<file path="src/rtl/ahb_lite_req_arbiter.sv">
// Round-robin arbiter: NUM_REQ requester ports onto one AHB-Lite master, one SINGLE transfer outstanding.
// Optional `ARB_LOCK_EN adds req_lock, which holds the grant on a locking requester and drives HMASTLOCK.
module ahb_lite_req_arbiter #(
    parameter int          NUM_REQ   = 2,
    parameter logic [3:0]  HPROT_VAL = 4'b0011
) (
    input  logic                   HCLK,
    input  logic                   HRESETn,
    input  logic [NUM_REQ-1:0]     req_valid,
    input  logic [NUM_REQ-1:0]     req_write,
    input  logic [32*NUM_REQ-1:0]  req_addr,
    input  logic [3*NUM_REQ-1:0]   req_size,
    input  logic [32*NUM_REQ-1:0]  req_wdata,
`ifdef ARB_LOCK_EN
    input  logic [NUM_REQ-1:0]     req_lock,
`endif
    output logic [NUM_REQ-1:0]     req_ready,
    output logic [NUM_REQ-1:0]     rsp_valid,
    output logic [31:0]            rsp_rdata,
    output logic                   rsp_err,
    output logic [31:0]            HADDR,
    output logic                   HWRITE,
    output logic [2:0]             HSIZE,
    output logic [2:0]             HBURST,
    output logic [3:0]             HPROT,
    output logic [1:0]             HTRANS,
    output logic                   HMASTLOCK,
    output logic [31:0]            HWDATA,
    input  logic                   HREADY,
    input  logic                   HRESP,
    input  logic [31:0]            HRDATA,
    output logic [1:0]             dbg_state
);

    localparam int PW = (NUM_REQ > 1) ? $clog2(NUM_REQ) : 1;

    typedef enum logic [1:0] {
        ST_IDLE = 2'd0,
        ST_ADDR = 2'd1,
        ST_DATA = 2'd2
    } state_t;

    state_t          state_q, state_d;
    logic [PW-1:0]   ptr_q;
    logic [PW-1:0]   winner;
    logic [PW-1:0]   cand;
    logic            found;
    logic            grant;
    logic            write_q;
    logic [31:0]     addr_q;
    logic [2:0]      size_q;
    logic [31:0]     wdata_q;
    logic            err_q;
    logic            lock_q;

    logic [31:0]     addr_a  [NUM_REQ];
    logic [2:0]      size_a  [NUM_REQ];
    logic [31:0]     wdata_a [NUM_REQ];

    always_comb begin
        for (int i = 0; i < NUM_REQ; i++) begin
            addr_a[i]  = req_addr[32*i +: 32];
            size_a[i]  = req_size[3*i +: 3];
            wdata_a[i] = req_wdata[32*i +: 32];
        end
    end

    // Search starts one past the last winner so every requester gets a turn.
    always_comb begin
        winner = ptr_q;
        found  = 1'b0;
        cand   = '0;
        for (int k = 1; k <= NUM_REQ; k++) begin
            cand = PW'((int'(ptr_q) + k) % NUM_REQ);
            if (!found && req_valid[cand]) begin
                winner = cand;
                found  = 1'b1;
            end
        end
`ifdef ARB_LOCK_EN
        if (lock_q && req_valid[ptr_q]) winner = ptr_q;
`endif
    end

    // Handshake: req_ready[i] is a combinational one-cycle accept; the request
    // is taken on the clock edge where req_valid[i] && req_ready[i].
    assign grant = HRESETn && (state_q == ST_IDLE) && (|req_valid);

    always_comb begin
        req_ready = '0;
        if (grant) req_ready[winner] = 1'b1;
    end

    always_comb begin
        state_d = state_q;
        case (state_q)
            ST_IDLE: if (grant)  state_d = ST_ADDR;
            ST_ADDR: if (HREADY) state_d = ST_DATA;
            ST_DATA: if (HREADY) state_d = ST_IDLE;
            default:             state_d = ST_IDLE;
        endcase
    end

    always_ff @(posedge HCLK or negedge HRESETn) begin
        if (!HRESETn) begin
            state_q   <= ST_IDLE;
            ptr_q     <= PW'(NUM_REQ - 1);
            write_q   <= 1'b0;
            addr_q    <= '0;
            size_q    <= '0;
            wdata_q   <= '0;
            err_q     <= 1'b0;
            lock_q    <= 1'b0;
            rsp_valid <= '0;
            rsp_rdata <= '0;
            rsp_err   <= 1'b0;
        end else begin
            state_q   <= state_d;
            rsp_valid <= '0;
            if (grant) begin
                ptr_q   <= winner;
                write_q <= req_write[winner];
                addr_q  <= addr_a[winner];
                size_q  <= size_a[winner];
                wdata_q <= wdata_a[winner];
            end
`ifdef ARB_LOCK_EN
            if (grant)
                lock_q <= req_lock[winner];
            else if (state_q == ST_IDLE)
                lock_q <= 1'b0;
`endif
            // ERROR's first cycle arrives with HREADY low, so it must be remembered.
            if (state_q == ST_DATA) begin
                if (HREADY) begin
                    rsp_valid[ptr_q] <= 1'b1;
                    rsp_err          <= err_q | HRESP;
                    err_q            <= 1'b0;
                    if (!write_q) rsp_rdata <= HRDATA;
                end else if (HRESP) begin
                    err_q <= 1'b1;
                end
            end
        end
    end

    assign HADDR     = addr_q;
    assign HWRITE    = write_q;
    assign HSIZE     = size_q;
    assign HWDATA    = wdata_q;
    assign HBURST    = 3'b000;
    assign HPROT     = HPROT_VAL;
    assign HTRANS    = (state_q == ST_ADDR) ? 2'b10 : 2'b00;
    assign HMASTLOCK = (state_q == ST_ADDR) && lock_q;
    assign dbg_state = state_q;

endmodule
</file>
<file path="config.mk">
export PLATFORM = sky130hd
export DESIGN_NAME = ahb_lite_req_arbiter
export DESIGN_NICKNAME = d
export VERILOG_FILES = /design/src/rtl/ahb_lite_req_arbiter.sv
export SDC_FILE = /design/constraint.sdc
export NUM_CORES = 1
export LEC_CHECK = 0
export CAP_MARGIN = 30
export CELL_PAD_IN_SITES_DETAIL_PLACEMENT = 1
export CELL_PAD_IN_SITES_GLOBAL_PLACEMENT = 1
export CORE_MARGIN = 5
export CORE_UTILIZATION = 28
export CTS_BUF_LIST = sky130_fd_sc_hd__clkbuf_4 sky130_fd_sc_hd__clkbuf_8
export DETAILED_ROUTE_END_ITERATION = 8
export PLACE_DENSITY_LB_ADDON = 0.12
export RECOVER_POWER = 50
export SYNTH_ARGS = -nofsm -noshare
export SYNTH_HDL_FRONTEND = slang
export SYNTH_SLANG_ARGS = --single-unit
</file>
<file path="constraint.sdc">
create_clock -name HCLK -period 1.9 [get_ports HCLK]
set_clock_uncertainty 0.15 [all_clocks]
set_input_delay 0.38 -clock HCLK [delete_from_list [all_inputs] [get_ports HCLK]]
set_output_delay 0.38 -clock HCLK [all_outputs]
set_load 0.005 [all_outputs]
</file>
==> After elaboration in Yosys (flattened, before gate mapping) <==
Index checks and enable logic that the tools add are counted.
{ "op_classes": {"bitwise": 3, "n_eq_ne": 5, "order_cmp": 7, "muxes": 32, "n_reduce_logical": 14, "n_addsub": 2} }
{ "op_table": {"columns": ["operator", "n"], "rows": [
  ["$mux 32", 6],
  ["$mux 2", 7],
  ["$mux 1", 13],
  ["$mux 3", 3],
  ["$lt 1x2->1 const B", 4],
  ["$logic_and 1x1->1", 6],
  ["$ne 2x2->1 const B", 3],
  ["$pmux 2 s3", 1],
  ["$reduce_and 3->1", 2],
  ["$reduce_and 2->1", 2],
  ["$add 1x1->1 const B", 2],
  ["$demux 1 s1", 2],
  ["$eq 2x1->1 const B", 1],
  ["$eq 2x2->1 const B", 1],
  ["$ge 1x1->1 const B", 2],
  ["$ge 2x2->1 const B", 1],
  ["$logic_not 2->1", 1],
  ["$not 1->2", 1],
  ["$reduce_bool 2->1", 1],
  ["$reduce_or 2->1", 1],
  ["$logic_not 1->1", 1],
  ["$not 1->1", 1],
  ["$or 1x1->1", 1]
]} }
{ "word_totals": {"regBits": 107, "wordCells": 73} }

==> Depth between registers and ports, before layout <==
Gate-level depths: netlist of run 1.
{ "logic_depth": {"ltp_word": 12, "ltp_mapped": 7, "mapped_depth_nobuf": 4} }

==> Least setup slack after synthesis of run 1 <==
No wires, ideal clock.
{ "synth_timing": {"path_kind": "reg-to-output", "start": "register state_q[1], in the netlist dbg_state[1]", "end": "output port req_ready[0]", "stages_incl_launch_ff": 6, "t_required_ns": 1.370, "t_arrival_ns": 1.380, "path_slack_ns": -0.010, "path_cell_list": "dfrtp_1 or3b_1 buf_2 buf_6 buf_6 nor3b_2"} }
{ "synth_via": {"elab_chain_cells": 4} }
{ "synth_lines": {"columns": ["element", "line_no", "text"], "rows": [
  ["start, declared", "43", "state_t state_q, state_d;"],
  ["start signal, assigned", "118", "state_q <= state_d;"],
  ["$logic_not 2->1", "87", "assign grant = HRESETn && (state_q == ST_IDLE) && (|req_valid);"],
  ["$logic_and 1x1->1 (2 in series)", "87", null],
  ["$mux 2", "91", "if (grant) req_ready[winner] = 1'b1;"],
  ["end, declared", "17", "output logic [NUM_REQ-1:0] req_ready,"]
]} }
Every way passes these cells.

==> Worst setup path after layout of run 1 <==
{ "layout_timing": {"start": "register state_q[0], in the netlist dbg_state[0]", "end": "output port req_ready[0]"} }
The elaborated chain is that of the path after synthesis.

==> results_tabular.tex, run 1 <==
\begin{tabular}{lr}
\hline
Metric & Value \\
\hline
\multicolumn{2}{l}{\textbf{Run status}} \\
Status & finished with violations \\
Violations in the final reports & setup timing \\
\multicolumn{2}{l}{\textbf{Floorplan}} \\
Effective utilization at floorplan & 28.7\% \\
Total die area & 19800 sq um \\
Count of standard-cell rows & 47 \\
X dimension of the die & 141 microns \\
Die Height & 141 microns \\
Core Footprint & 16700 sq um \\
IO Count & 291 \\
\multicolumn{2}{l}{\textbf{Clock network}} \\
Htree depth & 3 \\
Clk buf depth & 2 \\
CTS tree & done \\
CTS Buf Count & 9 \\
Clock root buffer & sky130\_fd\_sc\_hd\_\_clkbuf\_8 \\
Clock sink count & 107 \\
Source-to-sink clock delay at the later pin of the worst-skew pair & 380 ps \\
Clock transition at path regs & 110 ps \\
\multicolumn{2}{l}{\textbf{Finish}} \\
Share of cells above drive strength 1 & 17.9\% \\
Area growth from synthesis to layout & 83.8\% \\
Total Nets Final & 901 \\
Final std cell area, no fill & 8790 sq um \\
\multicolumn{2}{l}{\textbf{Pwr}} \\
Power per standard cell area & 1320 nW/um\^{}2 \\
Clock share of power & 13.1\% \\
Maximum vdd ir drop & 0.587 mV \\
Net switching fraction of the power & 31.2\% \\
Comb power frac & 52.0\% \\
Leakage power summed over all cells & 3.71 nW \\
Reported net switching power & 0.00362 W \\
P\_int & 0.00796 W \\
Relative contribution of sequential cells to total power & 34.9\% \\
\multicolumn{2}{l}{\textbf{Setup path}} \\
R2R setup slack & -230 ps \\
Worst r2r src & dbg\_state[0]\$\_DFFE\_PN0P\_ \\
Critical Path Start Type & flop \\
Critical path arrival & 1660 ps \\
CP endpoint kind & output port \\
Depth of the most critical reg-to-reg path & 10 \\
Crit path max fanout & 3 \\
Classification of the worst setup path & flop to output port \\
Terminus of the critical flop-to-flop path & HWDATA[2]\$\_DFFE\_PN0P\_ \\
Endpoint required time on the critical path & 1370 ps \\
\multicolumn{2}{l}{\textbf{GRT}} \\
Number of antenna violations at the first check in global routing & 3 \\
Via count of the first global-routing pass & 5228 \\
Wire length of the first global-routing pass & 30700 microns \\
Pin count of the biggest net entering global routing & 72 \\
Gr ovfl total & 0 \\
Global-route total usage across every layer & 19.9\% \\
\multicolumn{2}{l}{\textbf{STA}} \\
Setup violation total in the final timing report & 104 \\
Setup slack after layout & -290 ps \\
Period Utilization, post-route & 115\% \\
Top achievable clock speed & 457 MHz \\
Max-slew violation total from the final report & 0 \\
Slew at the pin closest to its max-slew limit & 1010 ps \\
Final hold violations & 0 \\
Final critical-path required period & 2190 ps \\
Final Hold Slack & 371 ps \\
Max-Slew Margin vs Limit & 32.9\% \\
RSZ-0062 raised after global routing & yes \\
\multicolumn{2}{l}{\textbf{Detailed routing}} \\
First-pass DRT Iterations & 4 \\
Wire length per cell after detailed routing & 23.2 microns \\
Number of antenna-violating nets in the routed design & 0 \\
Number of violations reported at the end of detailed-routing iteration 0 & 216 \\
Vias per std cell & 5.05 \\
Final routed wirelength across all metal layers & 22100 microns \\
DR vias & 4818 \\
Number of design rule violations left after detail routing & 0 \\
\multicolumn{2}{l}{\textbf{Synth}} \\
Number of enable flip-flop cells after synthesis & 0 \\
Most area-hungry cell type in the Yosys netlist & sky130\_fd\_sc\_hd\_\_dfrtp\_1 \\
Part of the Yosys area used for sequential elements & 56.0\% \\
Ys flop type & sky130\_fd\_sc\_hd\_\_dfrtp\_1 \\
Number of warnings printed during yosys synthesis & 1 \\
Most area-consuming cells after synthesis & sky130\_fd\_sc\_hd\_\_dfrtp\_1 55\%, sky130\_fd\_sc\_hd\_\_a221o\_1 14\%, sky130\_fd\_sc\_hd\_\_mux2\_2 7.5\% \\
Fraction of synthesized cell area taken by the top area cell type & 55.4\% \\
\#FFs+latches synth & 107 \\
Most frequent cells after synthesis & 106 x sky130\_fd\_sc\_hd\_\_dfrtp\_1, 71 x sky130\_fd\_sc\_hd\_\_nand2\_1, 68 x sky130\_fd\_sc\_hd\_\_a221o\_1 \\
Post-Syn Area per Cell & 11.4 sq um \\
Summed instance area of the synthesized netlist & 4790 sq um \\
Async set-reset flop share out of synthesis & 100\% \\
Most frequently used cell type in the post-synthesis netlist & sky130\_fd\_sc\_hd\_\_dfrtp\_1 \\
Post-synthesis cell type count & 26 \\
Syn Inst Count & 421 \\
\multicolumn{2}{l}{\textbf{Place}} \\
Number of input and output port buffers inserted & 281 \\
Worst setup slack before clock tree synthesis & -332 ps \\
Dpl hpwl & 13900 microns \\
Final estimated routing congestion in global placement & 0.752 \\
Placement-stage cell area & 7900 sq um \\
\multicolumn{2}{l}{\textbf{Hold path}} \\
Worst min path class & flop to flop \\
End point of the most critical hold path & rsp\_rdata[20]\$\_DFFE\_PN0P\_ \\
Hold Path Origin & rsp\_rdata[20]\$\_DFFE\_PN0P\_ \\
Number of cells traversed by the worst hold path & 1 \\
\multicolumn{2}{l}{\textbf{Job}} \\
Count of max-cap constraint violations & 0 \\
\hline
\end{tabular}
==> cell usage in the layout (no fill, tap or decap), drive strengths merged <==
cell             n
mux2            32
clkinv           3
dlygate4sd3      2
nand2b           2
clkbuf          20
dfrtp          106
clkdlybuf4s50  274
or3b             1
nand2           71
a221o           68
nor3            68
o21a             1
and3             1
buf             52
dlygate4sd2      1
bufbuf           2
nor2             5
conb             9
inv              3
diode            2
nand3b           1
o21ai            4
bufinv           1
nor3b            2
a21oi            1
dfstp            1
nor2b            1
==> stage by stage <==
step | instances | TNS [ps] | util, % | total power [W]
3_5_place_dp | 902 | -22000 | 47.3 | 0.00919
6_report | 954 | -16220 | 52.7 | 0.0116
5_1_grt | 954 | -27520 | 52.7 | 0.0121
2_1_floorplan | 428 | -2.88 | - | 0.00578
4_1_cts | 931 | -4870 | 50.0 | 0.0110
3_3_place_gp | 902 | -20940 | 47.3 | 0.00903
==> registers in the layout, indices dropped and copies added, names as in the netlist <==
signal / count
rsp_rdata: 32
err_q: 1
rsp_err: 1
HWRITE: 1
dbg_state: 2
HWDATA: 32
HADDR: 32
rsp_valid: 2
ptr_q: 1
HSIZE: 3
==> per-layer routing <==
layer	GRT usage (%)	part of all wire (%)
met3	5.99	7.0
met5	0	0.059
met1	24.3	41
met4	6.88	2.2
met2	33.5	50
==> kinds of logic after synthesis <==
family                 after synthesis  share of synthesized area [%]
AND/OR/NAND/NOR                    152                           15.3
flip-flops                         107                           56.0
AO/OA/AOI/OAI                       74                           14.9
buffers and inverters               54                           6.14
multiplexers                        32                           7.53
other                                2                          0.157
==> area by class of cell <==
class                   count  area (sq um)
inverters                   3          11.3
fillers                  1754          7910
clock inverters             4          48.8
flip-flops and latches    107          2680
diodes                      2          5.00
well taps                 220           275
clock buffers              12           159
repair buffers            339          3590
multi-input cells         267          2030
==> critical path: stages (launching register included) <==
cell and delay, ps:
sky130_fd_sc_hd__dfrtp_1 410, sky130_fd_sc_hd__buf_6 120, sky130_fd_sc_hd__or3b_4 380, sky130_fd_sc_hd__nor3b_4 210, sky130_fd_sc_hd__buf_2 150
==> worst max-delay path by stage <==
| stage | start | endpoint | slack [ps] |
|---|---|---|---|
| after floorplan | dbg_state[1]$_DFFE_PN0P_ | req_ready[0] | -3 |
| after global placement | req_valid[1] | req_ready[0] | -330 |
| after CTS | dbg_state[0]$_DFFE_PN0P_ | req_ready[0] | -270 |
| after global routing | dbg_state[0]$_DFFE_PN0P_ | req_ready[0] | -350 |
| final | dbg_state[0]$_DFFE_PN0P_ | req_ready[0] | -290 |
| after detailed placement | req_valid[1] | HWDATA[2]$_DFFE_PN0P_ | -330 |
==> power by group through the flow <==
stage / clock, W / sequential, W / combinational (W)
floorplan: 0 / 0.00403 / 0.00175
global placement: 0 / 0.00400 / 0.00503
detailed placement: 0 / 0.00404 / 0.00516
CTS: 0.00155 / 0.00402 / 0.00548
global route: 0.00164 / 0.00416 / 0.00634
finish: 0.00152 / 0.00404 / 0.00602
==> what timing repair did <==
item / 4_1_cts / 5_1_grt
gates resized for setup: 29 / 52
endpoints found under the setup margin: 64 / 105
endpoints found under the hold margin: 35 / 8
cloned: 4 / 8
setup buffers: 8 / 13
pin swaps: 12 / 3
hold buffers: 1 / 1
(Power assumes the default switching activity.)
==> run 2, diff against run 1 <==
==> constraint.sdc (replaced) <==
create_clock -name HCLK -period 2.2 [get_ports HCLK]
set_clock_uncertainty 0.15 [all_clocks]
set_input_delay 0.44 -clock HCLK [delete_from_list [all_inputs] [get_ports HCLK]]
set_output_delay 0.44 -clock HCLK [all_outputs]
set_load 0.005 [all_outputs]
==> run 2 against run 1 <==
The flow still finishes with violations (setup timing); critical path depth did not move; sequential power fell by 15%; routed wire length fell by 15%; global-route usage fell by 1.5 points; combinational power fell by 27%; non-clock buffer count fell by 32.
==> results_tabular.tex, run 2 (synthesized netlist as in run 1, its figures left out) <==
\begin{tabular}{lr}
\hline
Metric & Value \\
\hline
\multicolumn{2}{l}{\textbf{Run status}} \\
Status & finished with violations \\
Violations in the final reports & setup timing \\
\multicolumn{2}{l}{\textbf{Setup path}} \\
Worst r2r src & dbg\_state[1]\$\_DFFE\_PN0P\_ \\
CP endpoint kind & output port \\
Terminus of the critical flop-to-flop path & HWDATA[3]\$\_DFFE\_PN0P\_ \\
Endpoint required time on the critical path & 1610 ps \\
Depth of the most critical reg-to-reg path & 5 \\
Critical path arrival & 1680 ps \\
Worst setup path startpoint & dbg\_state[0]\$\_DFFE\_PN0P\_ \\
R2R setup slack & 150 ps \\
Critical Path Start Type & flop \\
Classification of the worst setup path & flop to output port \\
Critical Path End & req\_ready[0] \\
Crit path max fanout & 3 \\
\multicolumn{2}{l}{\textbf{Clock network}} \\
Source-to-sink clock delay at the later pin of the worst-skew pair & 380 ps \\
Clk buf depth & 2 \\
Clock transition at path regs & 110 ps \\
Clock sink count & 107 \\
Clock root buffer & sky130\_fd\_sc\_hd\_\_clkbuf\_8 \\
Htree depth & 3 \\
CTS tree & done \\
CTS Buf Count & 9 \\
\multicolumn{2}{l}{\textbf{Pwr}} \\
Maximum vdd ir drop & 0.416 mV \\
Comb power frac & 48.1\% \\
Tot Pwr & 0.00911 W \\
Reported net switching power & 0.00285 W \\
P\_int & 0.00626 W \\
Leakage power summed over all cells & 3.35 nW \\
Clock share of power & 14.2\% \\
Net switching fraction of the power & 31.3\% \\
Power per standard cell area & 1120 nW/um\^{}2 \\
Relative contribution of sequential cells to total power & 37.7\% \\
\multicolumn{2}{l}{\textbf{Finish}} \\
Total Nets Final & 869 \\
Area growth from synthesis to layout & 70.1\% \\
Utilization after layout & 48.8\% \\
Top library cells by usage in the layout, fill and taps aside & 276 x sky130\_fd\_sc\_hd\_\_clkdlybuf4s50\_1, 106 x sky130\_fd\_sc\_hd\_\_dfrtp\_1, 71 x sky130\_fd\_sc\_hd\_\_nand2\_1, 68 x sky130\_fd\_sc\_hd\_\_a221o\_1, 59 x sky130\_fd\_sc\_hd\_\_nor3\_1 \\
Share of cells above drive strength 1 & 13.6\% \\
Leading cell type in the layout, fill and taps excluded & sky130\_fd\_sc\_hd\_\_clkdlybuf4s50\_1 \\
Final std cell area, no fill & 8140 sq um \\
\multicolumn{2}{l}{\textbf{STA}} \\
Final critical-path required period & 2270 ps \\
Top achievable clock speed & 441 MHz \\
Max-Slew Margin vs Limit & 34.5\% \\
RSZ-0062 raised after global routing & yes \\
Period Utilization, post-route & 103\% \\
Setup slack after layout & -67.7 ps \\
Setup violation total in the final timing report & 1 \\
Slew at the pin closest to its max-slew limit & 982 ps \\
Max-slew violation total from the final report & 0 \\
Final hold violations & 0 \\
\multicolumn{2}{l}{\textbf{GRT}} \\
Global-route total usage across every layer & 18.4\% \\
Via count of the first global-routing pass & 5039 \\
Number of antenna violations at the first check in global routing & 2 \\
Wire length of the first global-routing pass & 28800 microns \\
Pin count of the biggest net entering global routing & 70 \\
Gr ovfl total & 0 \\
\multicolumn{2}{l}{\textbf{Detailed routing}} \\
First-pass DRT Iterations & 5 \\
Metal1 wirelength & 8060 microns \\
Final routed wirelength across all metal layers & 18800 microns \\
DR vias & 4565 \\
Number of violations reported at the end of detailed-routing iteration 0 & 207 \\
Wire length per cell after detailed routing & 20.4 microns \\
Number of antenna-violating nets in the routed design & 0 \\
Met2 WL post-DR & 8990 microns \\
Met3 WL post-DR & 1450 microns \\
Vias per std cell & 4.95 \\
Number of design rule violations left after detail routing & 0 \\
Topmost layer with routed signal wires & met5 \\
\multicolumn{2}{l}{\textbf{Floorplan}} \\
Total die area & 19800 sq um \\
Count of standard-cell rows & 47 \\
Effective utilization at floorplan & 28.7\% \\
X dimension of the die & 141 microns \\
IO Count & 291 \\
Die Height & 141 microns \\
Core Footprint & 16700 sq um \\
\multicolumn{2}{l}{\textbf{Place}} \\
Placement-stage cell area & 7870 sq um \\
Final estimated routing congestion in global placement & 0.775 \\
Number of input and output port buffers inserted & 281 \\
Worst setup slack before clock tree synthesis & -216 ps \\
Dpl hpwl & 13500 microns \\
\multicolumn{2}{l}{\textbf{Hold path}} \\
Worst min path class & flop to flop \\
\multicolumn{2}{l}{\textbf{Job}} \\
Count of max-cap constraint violations & 0 \\
\hline
\end{tabular}
run 2: how the worst min path moves through the flow:
stage,cells after the start,to,from
floorplan,0,HADDR[0]$_DFFE_PN0P_,HRESETn
global placement,2,rsp_err$_DFFE_PN0P_,rsp_err$_DFFE_PN0P_
detailed placement,1,err_q$_DFFE_PN0P_,err_q$_DFFE_PN0P_
CTS,1,err_q$_DFFE_PN0P_,err_q$_DFFE_PN0P_
global route,1,rsp_rdata[26]$_DFFE_PN0P_,rsp_rdata[26]$_DFFE_PN0P_
finish,1,err_q$_DFFE_PN0P_,err_q$_DFFE_PN0P_
run 2: per-layer routing:
| metal | up-vias | GRT usage, % |
|---|---|---|
| li1 | 2087 | - |
| met1 | 2274 | 23.4 |
| met2 | 185 | 29.8 |
| met3 | 17 | 6.40 |
| met4 | 2 | 5.15 |
| met5 | - | 0 |
run 2: repair_timing:
item                       in CTS  in global routing
gates resized for setup         7                  8
setup endpoints to repair       3                  5
hold endpoints to repair       64                  0
buffers inserted                3                  3
hold buffers                    1                  0
cloned                          0                  0
pin swaps                       0                  2
run 2: final cells by class:
type	count	area, sq um
fill	1807	8560
inverter	3	11.3
multi-input combinational	267	1880
antenna	2	5.00
timing repair buffer	307	3090
clock inverter	6	73.8
clock buffer	10	131
tap	220	275
sequential	107	2680
run 2: critical path, stage by stage (launching register included):
cell and delay [ps]:
sky130_fd_sc_hd__dfrtp_1 410, sky130_fd_sc_hd__buf_6 120, sky130_fd_sc_hd__or3b_4 400, sky130_fd_sc_hd__nor3b_4 220, sky130_fd_sc_hd__buf_2 140
run 2: power groups by stage:
| stage | Clock [W] | Combinational, W | Sequential [W] |
|---|---|---|---|
| final | 0.00129 | 0.00438 | 0.00344 |
| after global routing | 0.00142 | 0.00470 | 0.00354 |
| after CTS | 0.00134 | 0.00443 | 0.00344 |
| after detailed placement | 0 | 0.00439 | 0.00346 |
| after global placement | 0 | 0.00430 | 0.00344 |
| after floorplan | 0 | 0.00151 | 0.00348 |
run 2: stage by stage:
step           hold slack, ps  std cells  TNS, ps
2_1_floorplan           -5.59        428        0
3_3_place_gp              311        896    -7270
3_5_place_dp              333        897    -9390
4_1_cts                   359        917     -209
5_1_grt                   376        921     -178
6_report                  354        922    -67.7
==> run 3, diff against run 2 <==
--- a/config.mk
+++ b/config.mk
@@ -8,11 +8,12 @@
 export CAP_MARGIN = 30
 export CELL_PAD_IN_SITES_DETAIL_PLACEMENT = 1
 export CELL_PAD_IN_SITES_GLOBAL_PLACEMENT = 1
+export CORE_ASPECT_RATIO = 0.6
 export CORE_MARGIN = 5
 export CORE_UTILIZATION = 28
 export CTS_BUF_LIST = sky130_fd_sc_hd__clkbuf_4 sky130_fd_sc_hd__clkbuf_8
 export DETAILED_ROUTE_END_ITERATION = 8
-export PLACE_DENSITY_LB_ADDON = 0.12
+export PLACE_DENSITY_LB_ADDON = 0.15
 export RECOVER_POWER = 50
 export SYNTH_ARGS = -nofsm -noshare
 export SYNTH_HDL_FRONTEND = slang
==> constraint.sdc (replaced) <==
create_clock -name HCLK -period 2.4 [get_ports HCLK]
set_clock_uncertainty 0.15 [all_clocks]
set_input_delay 0.48 -clock HCLK [delete_from_list [all_inputs] [get_ports HCLK]]
set_output_delay 0.48 -clock HCLK [all_outputs]
set_load 0.005 [all_outputs]
==> run 3 against run 2 <==
The run now ends clean; sequential share of layout area is 0.60 points higher; die area is 0.44% higher; critical path type unchanged; sequential power is 7.6% lower; combinational power is 12% lower; global-route usage is 0.070 points lower; register-to-register slack better by 20 ps; total power is 11% lower; cell count is 0.76% higher; cell area is 1.8% lower; non-clock buffer count is 5 lower; first-iteration DRC count is 5.3% higher; count of clock-buffer cells in the layout is 1 lower.
==> results_tabular.tex, run 3 (synthesized netlist as in run 1, its figures left out) <==
\begin{tabular}{lr}
\hline
Metric & Value \\
\hline
\multicolumn{2}{l}{\textbf{Run status}} \\
Status & finished, final reports clean \\
\multicolumn{2}{l}{\textbf{STA}} \\
Slew at the pin closest to its max-slew limit & 1160 ps \\
Final hold violations & 0 \\
Setup slack after layout & 151 ps \\
Max-slew violation total from the final report & 0 \\
Final critical-path required period & 2250 ps \\
Final Hold Slack & 350 ps \\
Top achievable clock speed & 445 MHz \\
RSZ-0062 raised after global routing & no \\
Period Utilization, post-route & 93.7\% \\
Max-Slew Margin vs Limit & 22.6\% \\
Setup violation total in the final timing report & 0 \\
\multicolumn{2}{l}{\textbf{Pwr}} \\
Maximum vdd ir drop & 0.369 mV \\
Power per standard cell area & 1010 nW/um\^{}2 \\
Leakage power summed over all cells & 3.32 nW \\
\multicolumn{2}{l}{\textbf{Setup path}} \\
Worst r2r src & dbg\_state[0]\$\_DFFE\_PN0P\_ \\
Critical path arrival & 1620 ps \\
Classification of the worst setup path & flop to output port \\
Terminus of the critical flop-to-flop path & rsp\_rdata[5]\$\_DFFE\_PN0P\_ \\
Critical Path Start Type & flop \\
R2R setup slack & 170 ps \\
CP endpoint kind & output port \\
Critical Path End & req\_ready[1] \\
Crit path max fanout & 2 \\
Endpoint required time on the critical path & 1770 ps \\
Worst setup path startpoint & dbg\_state[0]\$\_DFFE\_PN0P\_ \\
Depth of the most critical reg-to-reg path & 6 \\
\multicolumn{2}{l}{\textbf{Clock network}} \\
CTS Buf Count & 9 \\
Source-to-sink clock delay at the later pin of the worst-skew pair & 370 ps \\
Clk buf depth & 2 \\
Htree depth & 3 \\
Clock root buffer & sky130\_fd\_sc\_hd\_\_clkbuf\_8 \\
Clock transition at path regs & 100 ps \\
CTS tree & done \\
Clock sink count & 107 \\
\multicolumn{2}{l}{\textbf{Finish}} \\
Share of cells above drive strength 1 & 11.9\% \\
Top library cells by usage in the layout, fill and taps aside & 257 x sky130\_fd\_sc\_hd\_\_clkdlybuf4s50\_1, 105 x sky130\_fd\_sc\_hd\_\_dfrtp\_1, 71 x sky130\_fd\_sc\_hd\_\_nand2\_1, 68 x sky130\_fd\_sc\_hd\_\_a221o\_1, 59 x sky130\_fd\_sc\_hd\_\_nor3\_1 \\
Area growth from synthesis to layout & 67.2\% \\
Diode insertion count for antenna repair & 0 \\
Multi-input gate area in the final layout & 1880 sq um \\
Final std cell area, no fill & 8000 sq um \\
Reg area & 2680 sq um \\
\# fillers & 1837 \\
Leading cell type in the layout, fill and taps excluded & sky130\_fd\_sc\_hd\_\_clkdlybuf4s50\_1 \\
Total Nets Final & 864 \\
\multicolumn{2}{l}{\textbf{Place}} \\
Number of input and output port buffers inserted & 281 \\
Placement-stage cell area & 7820 sq um \\
Final estimated routing congestion in global placement & 0.779 \\
Worst setup slack before clock tree synthesis & -103 ps \\
Dpl hpwl & 14000 microns \\
\multicolumn{2}{l}{\textbf{GRT}} \\
Global-route total usage across every layer & 18.3\% \\
Pin count of the biggest net entering global routing & 71 \\
Via count of the first global-routing pass & 4878 \\
Wire length of the first global-routing pass & 28700 microns \\
Gr ovfl total & 0 \\
Number of antenna violations at the first check in global routing & 0 \\
\multicolumn{2}{l}{\textbf{Detailed routing}} \\
Wire length per cell after detailed routing & 20.5 microns \\
Vias per std cell & 4.89 \\
First-pass DRT Iterations & 4 \\
Number of violations reported at the end of detailed-routing iteration 0 & 218 \\
Final routed wirelength across all metal layers & 19000 microns \\
DR vias & 4539 \\
Number of antenna-violating nets in the routed design & 0 \\
Number of design rule violations left after detail routing & 0 \\
\multicolumn{2}{l}{\textbf{Hold path}} \\
Worst min path class & flop to flop \\
\multicolumn{2}{l}{\textbf{Floorplan}} \\
Effective utilization at floorplan & 28.2\% \\
Core Footprint & 16900 sq um \\
Die Height & 111 microns \\
IO Count & 291 \\
X dimension of the die & 179 microns \\
Count of standard-cell rows & 37 \\
Total die area & 19900 sq um \\
\multicolumn{2}{l}{\textbf{Job}} \\
Count of max-cap constraint violations & 0 \\
\hline
\end{tabular}
[run 3: changes by cell type in the layout (fill, tap and decap cells not counted), moves of 4 or more]
cell	change
sky130_fd_sc_hd__clkdlybuf4s50_1	-19
sky130_fd_sc_hd__clkbuf_1	+5
sky130_fd_sc_hd__dlygate4sd3_1	+19
sky130_fd_sc_hd__buf_4	-4
sky130_fd_sc_hd__buf_12	-6
[run 3: timing repair]
item / CTS / global route
pin swaps: 1 / 0
gates resized for setup: 4 / 4
cloned: 0 / 0
setup buffers: 3 / 1
hold buffers: 1 / 0
setup endpoints to repair: 2 / 2
endpoints found under the hold margin: 42 / 0
[run 3: cell type report]
cell class | instances | area share (%)
well taps | 234 | 3.66
clock buffers | 9 | 1.55
clock inverters | 7 | 0.735
repair buffers | 302 | 37.0
inverters | 3 | 0.141
multi-input cells | 267 | 23.4
flip-flops and latches | 107 | 33.5
[run 3: how the worst min path moves through the flow]
stage                                    from              endpoint  depth (start not counted)
after floorplan                       HRESETn  HADDR[0]$_DFFE_PN0P_                          0
after global placement    rsp_err$_DFFE_PN0P_   rsp_err$_DFFE_PN0P_                          2
after detailed placement  rsp_err$_DFFE_PN0P_   rsp_err$_DFFE_PN0P_                          2
after CTS                 rsp_err$_DFFE_PN0P_   rsp_err$_DFFE_PN0P_                          2
after global routing      rsp_err$_DFFE_PN0P_   rsp_err$_DFFE_PN0P_                          2
final                     rsp_err$_DFFE_PN0P_   rsp_err$_DFFE_PN0P_                          2
[run 3: power by group]
group	switching, W	internal, W	total [W]
Clock	0.000683	0.000398	0.00108
Sequential	0.000525	0.00265	0.00318
Combinational	0.00142	0.00242	0.00385
[run 3: worst max-delay path: stages, from the launching register on]
cell                            delay, ps
sky130_fd_sc_hd__dfrtp_1              390
sky130_fd_sc_hd__buf_4                140
sky130_fd_sc_hd__nor3b_2              180
sky130_fd_sc_hd__buf_4                150
sky130_fd_sc_hd__and3_2               180
sky130_fd_sc_hd__dlygate4sd2_1        230
[run 3: layer usage]
layer  up-vias  wire length, microns  share of wire [%]  track usage (%)
met1      2279                  7840                 41             22.7
li1       2070                     -                  -                -
met3        15                  1930                 10             7.57
met5         -                     0                  0                0
met4         0                   183               0.96             2.76
met2       175                  9090                 48             30.5
[run 3: per-stage QoR]
step / utilization, % / TNS, ps / total power, W / instances
floorplan: - / 0 / 0.00457 / 428
global placement: 46.0 / -97.9 / 0.00704 / 907
detailed placement: 46.1 / -268 / 0.00717 / 908
CTS: 47.4 / -13.9 / 0.00835 / 928
global route: 47.2 / 0 / 0.00862 / 929
finish: 47.2 / 0 / 0.00811 / 929
